==> config.mk <==
export PLATFORM = sky130hd
export DESIGN_NAME = popcount_seq_ctrl
export DESIGN_NICKNAME = d
export VERILOG_FILES = /design/src/rtl/popcount_seq_ctrl_pkg.sv /design/src/rtl/adder_11to4.sv /design/src/rtl/popcount_seq_ctrl.sv
export SDC_FILE = /design/constraint.sdc
export NUM_CORES = 1
export LEC_CHECK = 0
export CORE_UTILIZATION = 30
export CTS_CLUSTER_DIAMETER = 60
export CTS_CLUSTER_SIZE = 28
export DETAILED_ROUTE_END_ITERATION = 8
export PLACE_DENSITY = 0.53
export SLEW_MARGIN = 25
export SYNTH_ARGS = -nofsm -noshare
export SYNTH_HDL_FRONTEND = slang
export SYNTH_HIERARCHICAL = 1
export SYNTH_SLANG_ARGS = --single-unit
export TNS_END_PERCENT = 10
==> constraint.sdc <==
create_clock -name clk -period 12.6 [get_ports clk]
set_input_delay 2.52 -clock clk [delete_from_list [all_inputs] [get_ports clk]]
set_output_delay 2.52 -clock clk [all_outputs]
set_load 0.005 [all_outputs]
==> src/rtl/popcount_seq_ctrl_pkg.sv <==
// Shared constants, FSM state type and chunk-count helper for the popcount sequencer.
package popcount_seq_ctrl_pkg;

  localparam int CHUNK_W = 11;
  localparam int SUM_W   = 4;

  typedef enum logic [1:0] {
    IDLE = 2'd0,
    RUN  = 2'd1,
    DONE = 2'd2
  } state_t;

  // Number of 11-bit compressor passes needed for a vector of vec_w bits.
  function automatic int chunks_for(input int vec_w);
    return (vec_w + CHUNK_W - 1) / CHUNK_W;
  endfunction

endpackage

==> src/rtl/adder_11to4.sv <==
// Combinational 11-input population-count compressor producing a 4-bit sum.
module adder_11to4
  import popcount_seq_ctrl_pkg::*;
(
  input  logic [CHUNK_W-1:0] bits,
  output logic [SUM_W-1:0]   sum
);

  // Ripple of single-bit increments; synthesis folds this into a compressor tree.
  always_comb begin
    sum = {SUM_W{1'b0}};
    for (int i = 0; i < CHUNK_W; i++) begin
      sum = sum + {{(SUM_W-1){1'b0}}, bits[i]};
    end
  end

endmodule

==> src/rtl/popcount_seq_ctrl.sv <==
// Frame-level popcount sequencer: slices accepted XNOR beats into 11-bit chunks,
// accumulates a saturating count and reports it with a threshold activation bit.
module popcount_seq_ctrl
  import popcount_seq_ctrl_pkg::*;
#(
  parameter int VEC_W = 99,
  parameter int ACC_W = 16
) (
  input  logic             clk,
  input  logic             rst,
  input  logic             clr,
  input  logic             in_valid,
  output logic             in_ready,
  input  logic [VEC_W-1:0] in_data,
  input  logic             in_last,
  input  logic [ACC_W-1:0] thresh,
  output logic             out_valid,
  input  logic             out_ready,
  output logic [ACC_W-1:0] out_count,
  output logic             out_bit,
  output logic             out_sat,
  output logic             busy
);

  localparam int CHUNKS = chunks_for(VEC_W);
  localparam int PAD_W  = CHUNKS * CHUNK_W;
  localparam int IDX_W  = (CHUNKS > 1) ? $clog2(CHUNKS) : 1;
  localparam logic [IDX_W-1:0] LAST_IDX = IDX_W'(CHUNKS - 1);
  localparam logic [ACC_W-1:0] ACC_MAX  = {ACC_W{1'b1}};

  state_t             state, state_next;
  logic [PAD_W-1:0]   beat;
  logic               last_q;
  logic [IDX_W-1:0]   chunk_idx;
  logic [ACC_W-1:0]   acc;
  logic               sat;
  logic               first;
  logic [ACC_W-1:0]   thresh_q;
  logic [SUM_W-1:0]   chunk_sum;
  logic [ACC_W:0]     acc_wide;
  logic [ACC_W-1:0]   acc_add;
  logic               last_chunk;

  // The beat register shifts down one chunk per RUN cycle, so the low chunk is always current.
  adder_11to4 u_adder (
    .bits (beat[CHUNK_W-1:0]),
    .sum  (chunk_sum)
  );

  always_comb begin
    acc_wide   = {1'b0, acc} + {{(ACC_W+1-SUM_W){1'b0}}, chunk_sum};
    acc_add    = acc_wide[ACC_W] ? ACC_MAX : acc_wide[ACC_W-1:0];
    last_chunk = (chunk_idx == LAST_IDX);
  end

  always_comb begin
    state_next = state;
    case (state)
      IDLE: begin
        if (in_valid) state_next = RUN;
        else          state_next = IDLE;
      end
      RUN: begin
        if (last_chunk) state_next = last_q ? DONE : IDLE;
        else            state_next = RUN;
      end
      DONE: begin
        if (out_ready) state_next = IDLE;
        else           state_next = DONE;
      end
      default: state_next = IDLE;
    endcase
  end

  // Handshake flags are registered from the next state so they never glitch.
  always_ff @(posedge clk) begin
    if (rst || clr) begin
      state     <= IDLE;
      in_ready  <= 1'b1;
      out_valid <= 1'b0;
      busy      <= 1'b0;
      out_count <= '0;
      out_bit   <= 1'b0;
      out_sat   <= 1'b0;
      acc       <= '0;
      sat       <= 1'b0;
      first     <= 1'b1;
      beat      <= '0;
      last_q    <= 1'b0;
      chunk_idx <= '0;
      thresh_q  <= '0;
    end else begin
      state     <= state_next;
      in_ready  <= (state_next == IDLE);
      out_valid <= (state_next == DONE);
      busy      <= (state_next != IDLE);
      case (state)
        IDLE: begin
          if (in_valid) begin
            beat      <= PAD_W'(in_data);
            last_q    <= in_last;
            chunk_idx <= '0;
            if (first) begin
              acc      <= '0;
              sat      <= 1'b0;
              thresh_q <= thresh;
              first    <= 1'b0;
            end
          end
        end
        RUN: begin
          acc       <= acc_add;
          sat       <= sat | acc_wide[ACC_W];
          beat      <= beat >> CHUNK_W;
          chunk_idx <= chunk_idx + IDX_W'(1);
          if (last_chunk && last_q) begin
            out_count <= acc_add;
            out_bit   <= (acc_add >= thresh_q);
            out_sat   <= sat | acc_wide[ACC_W];
          end
        end
        DONE: begin
          if (out_ready) begin
            first     <= 1'b1;
            out_count <= '0;
            out_bit   <= 1'b0;
            out_sat   <= 1'b0;
          end
        end
        default: begin
          first <= 1'b1;
        end
      endcase
    end
  end

endmodule

==> qor.txt <==
status: finished, final reports clean
H-tree Lvls: 4
worst path required time: 12,880 ps
Synth async-reset ratio: 0%
Seq/Total Area, Yosys: 42.6%
unrepaired setup endpoints after global routing: false
vias in the first global route: 6,727
# hold bufs at CTS: 0
Critical Path Start Type: flip-flop
Die H: 161 µm
CTS tree: built
Core Rows: 57
vias: 7,088
GPL Wtd Cong: 0.851
initial antenna violation count: 1
crit path kind: reg -> reg
Post-CTS Resized: 0
Root Buffer: clkbuf_16
die width: 161 µm
P per Cell Area: 124 nW/µm²
Slew HR: 29.0%
Fill cells: 2,550
Clock transition at path regs: 60 ps
ys flop type: dfxtp_1
final hold violation count: 0
DRC marker count from the first detailed-route iteration: 597
Post-DRT Antenna Nets: 0
area of the core: 24,500 µm²
Ports: 142
crit end category: flip-flop
vias per cell: 5.06
syn avg cell area: 7.80 µm²
Global Route Usage Sum: 17.5%
Tcrit/Tclk final: 45.9%
max-slew violations: 0
clk_lat worst skew: 430 ps
Post-synth EDFFs: 0
Gate Count Post-Synth: 971
critical path arrival: 6070 ps
Cell Area, Synth: 7570 µm²
area delta synth->final: 29.1%
Max clock buf depth: 2
Unique masters post-synth: 59
skew final: 11.3 ps
syn_nets: 1,123
Tmin final: 5790 ps
# DRC: 0
Slew @ Worst Pin: 1070 ps
Syn. warnings: 6
die footprint: 25,900 µm²
port bufs: 141
largest net degree at the start of global routing: 105
leak pwr: 3.63 nW
postcts setup bufs: 0
Final Util: 39.9%
first-pass GRT wire length: 35,600 µm
DR pass1 iterations: 5
routed len/inst: 16.0 µm
Fmax: 173 MHz
Yosys reg bits: 161
final wirelength: 22,400 µm
Hold Path Class: reg -> reg
total CTS buffers: 17
clk sinks: 161
setup TNS: 0 ps
Layout Nets: 1,217
maximum VDD drop: 0.0762 mV
layout cells sized above 1: 5.20%
MaxCap Viol Count: 0
initial core utilization: 30.9%
crit-path max FO: 6
post-DP HPWL: 15,600 µm
Setup violations, final: 0
gr ovfl total: 0
[final timing paths]
path	from	to	slack [ps]	cells after the start
max	beat[0]	out_bit	6810	18
min	thresh_q[14]	thresh_q[14]	460	2
max reg2reg	beat[0]	out_bit	6810	18
min reg2reg	thresh_q[14]	thresh_q[14]	460	2
[flip-flops by register name, indices dropped and copies added, names as in the netlist]
register   cells
out_count     16
last_q         1
busy           1
in_ready       1
first          1
beat          99
out_valid      1
out_sat        1
sat            1
chunk_idx      4
acc           16
thresh_q      16
state          2
out_bit        1
[cell type report]
cell class	count	area [µm²]	area share (%)
Multi-Input combinational cell	695	3910	40.0
Sequential cell	161	3220	33.0
Timing Repair Buffer	148	1470	15.0
Clock buffer	20	467	4.77
Tap cell	324	405	4.15
Inverter	42	158	1.61
Clock inverter	11	143	1.46
Antenna cell	1	2.50	0.0256
[logic make-up (layout without fill, tap and decap cells)]
group / count (synthesis) / in the layout / share of synthesized area (%)
AOI/OAI and AO/OA: 219 / 219 / 20.4
xor gates and xnor gates: 4 / 4 / 0.463
adders and majority gates: 31 / 31 / 5.92
buffers and inverters: 115 / 221 / 6.08
DFF: 161 / 161 / 42.6
muxes: 2 / 2 / 0.281
other: 0 / 1 / 0
and+or+nand+nor: 439 / 439 / 24.3
[cell usage in the layout (no fill, tap or decap), drive strengths merged, types with 5 or more instances in the layout]
cell / count
a21o: 5
a21oi: 60
a22o: 9
a311oi: 88
a31oi: 7
buf: 7
clkbuf: 20
clkdlybuf4s50: 141
dfxtp: 161
fa: 8
ha: 23
inv: 47
nand2: 255
nand3: 31
nor2: 112
nor3: 10
o21ai: 34
[power breakdown]
part,internal (mW),switching [mW]
clock network,0.313,0.227
logic,0.0632,0.0791
registers,0.525,0.00944
[critical path, cell delays in order (launching register included)]
cell,delay (ps)
dfxtp_1,330
fa_1,550
inv_1,60
fa_1,510
fa_1,420
fa_1,400
fa_1,490
inv_1,60
fa_1,440
a211oi_1,520
nor3_1,250
and3_1,240
o21ai_0,250
inv_1,90
ha_1,290
nand3_1,100
a21oi_1,70
a2111oi_0,420
a211oi_1,140
[synth_stat cells (all sizes together), types with 3 or more instances]
| library cell | number | area share [%] |
|---|---|---|
| a211oi | 3 | 0.30 |
| a22o | 9 | 1.0 |
| nand3 | 31 | 2.0 |
| a311oi | 88 | 10 |
| clkbuf | 47 | 2.3 |
| nor4 | 3 | 0.33 |
| nand3b | 3 | 0.30 |
| nor3 | 10 | 0.73 |
| o21ai | 34 | 2.4 |
| nand2 | 255 | 13 |
| or3 | 3 | 0.31 |
| buf | 26 | 1.7 |
| fa | 8 | 2.1 |
| a21oi | 60 | 4.0 |
| a21o | 5 | 0.50 |
| nand2b | 4 | 0.33 |
| dfxtp | 161 | 43 |
| a31oi | 7 | 0.58 |
| nand4 | 4 | 0.53 |
| and3 | 4 | 0.33 |
| ha | 23 | 3.8 |
| nor2 | 112 | 5.7 |
| nor2b | 3 | 0.25 |
| inv | 42 | 2.1 |
[per-stage QoR]
stage / std cells / worst slack, ps / instance area [µm²] / hold slack [ps] / power, mW
5_1_grt: 1401 / 6430 / 9770 / 482 / 1.27
4_1_cts: 1401 / 6790 / 9770 / 457 / 1.23
2_1_floorplan: 971 / 7290 / 7570 / 422 / 0.621
3_3_place_gp: 1370 / 6900 / 9160 / 441 / 0.689
3_5_place_dp: 1370 / 6790 / 9160 / 448 / 0.690
6_report: 1402 / 6810 / 9780 / 456 / 1.22
[layer usage]
| metal | vias up | wire length (µm) | global-route usage (%) |
|---|---|---|---|
| met5 | - | 0 | 0 |
| li1 | 3561 | - | - |
| met3 | 16 | 889 | 3.41 |
| met2 | 152 | 10300 | 26.7 |
| met1 | 3359 | 11000 | 24.7 |
| met4 | 0 | 279 | 5.15 |
Power figures use the tool's default switching activity.
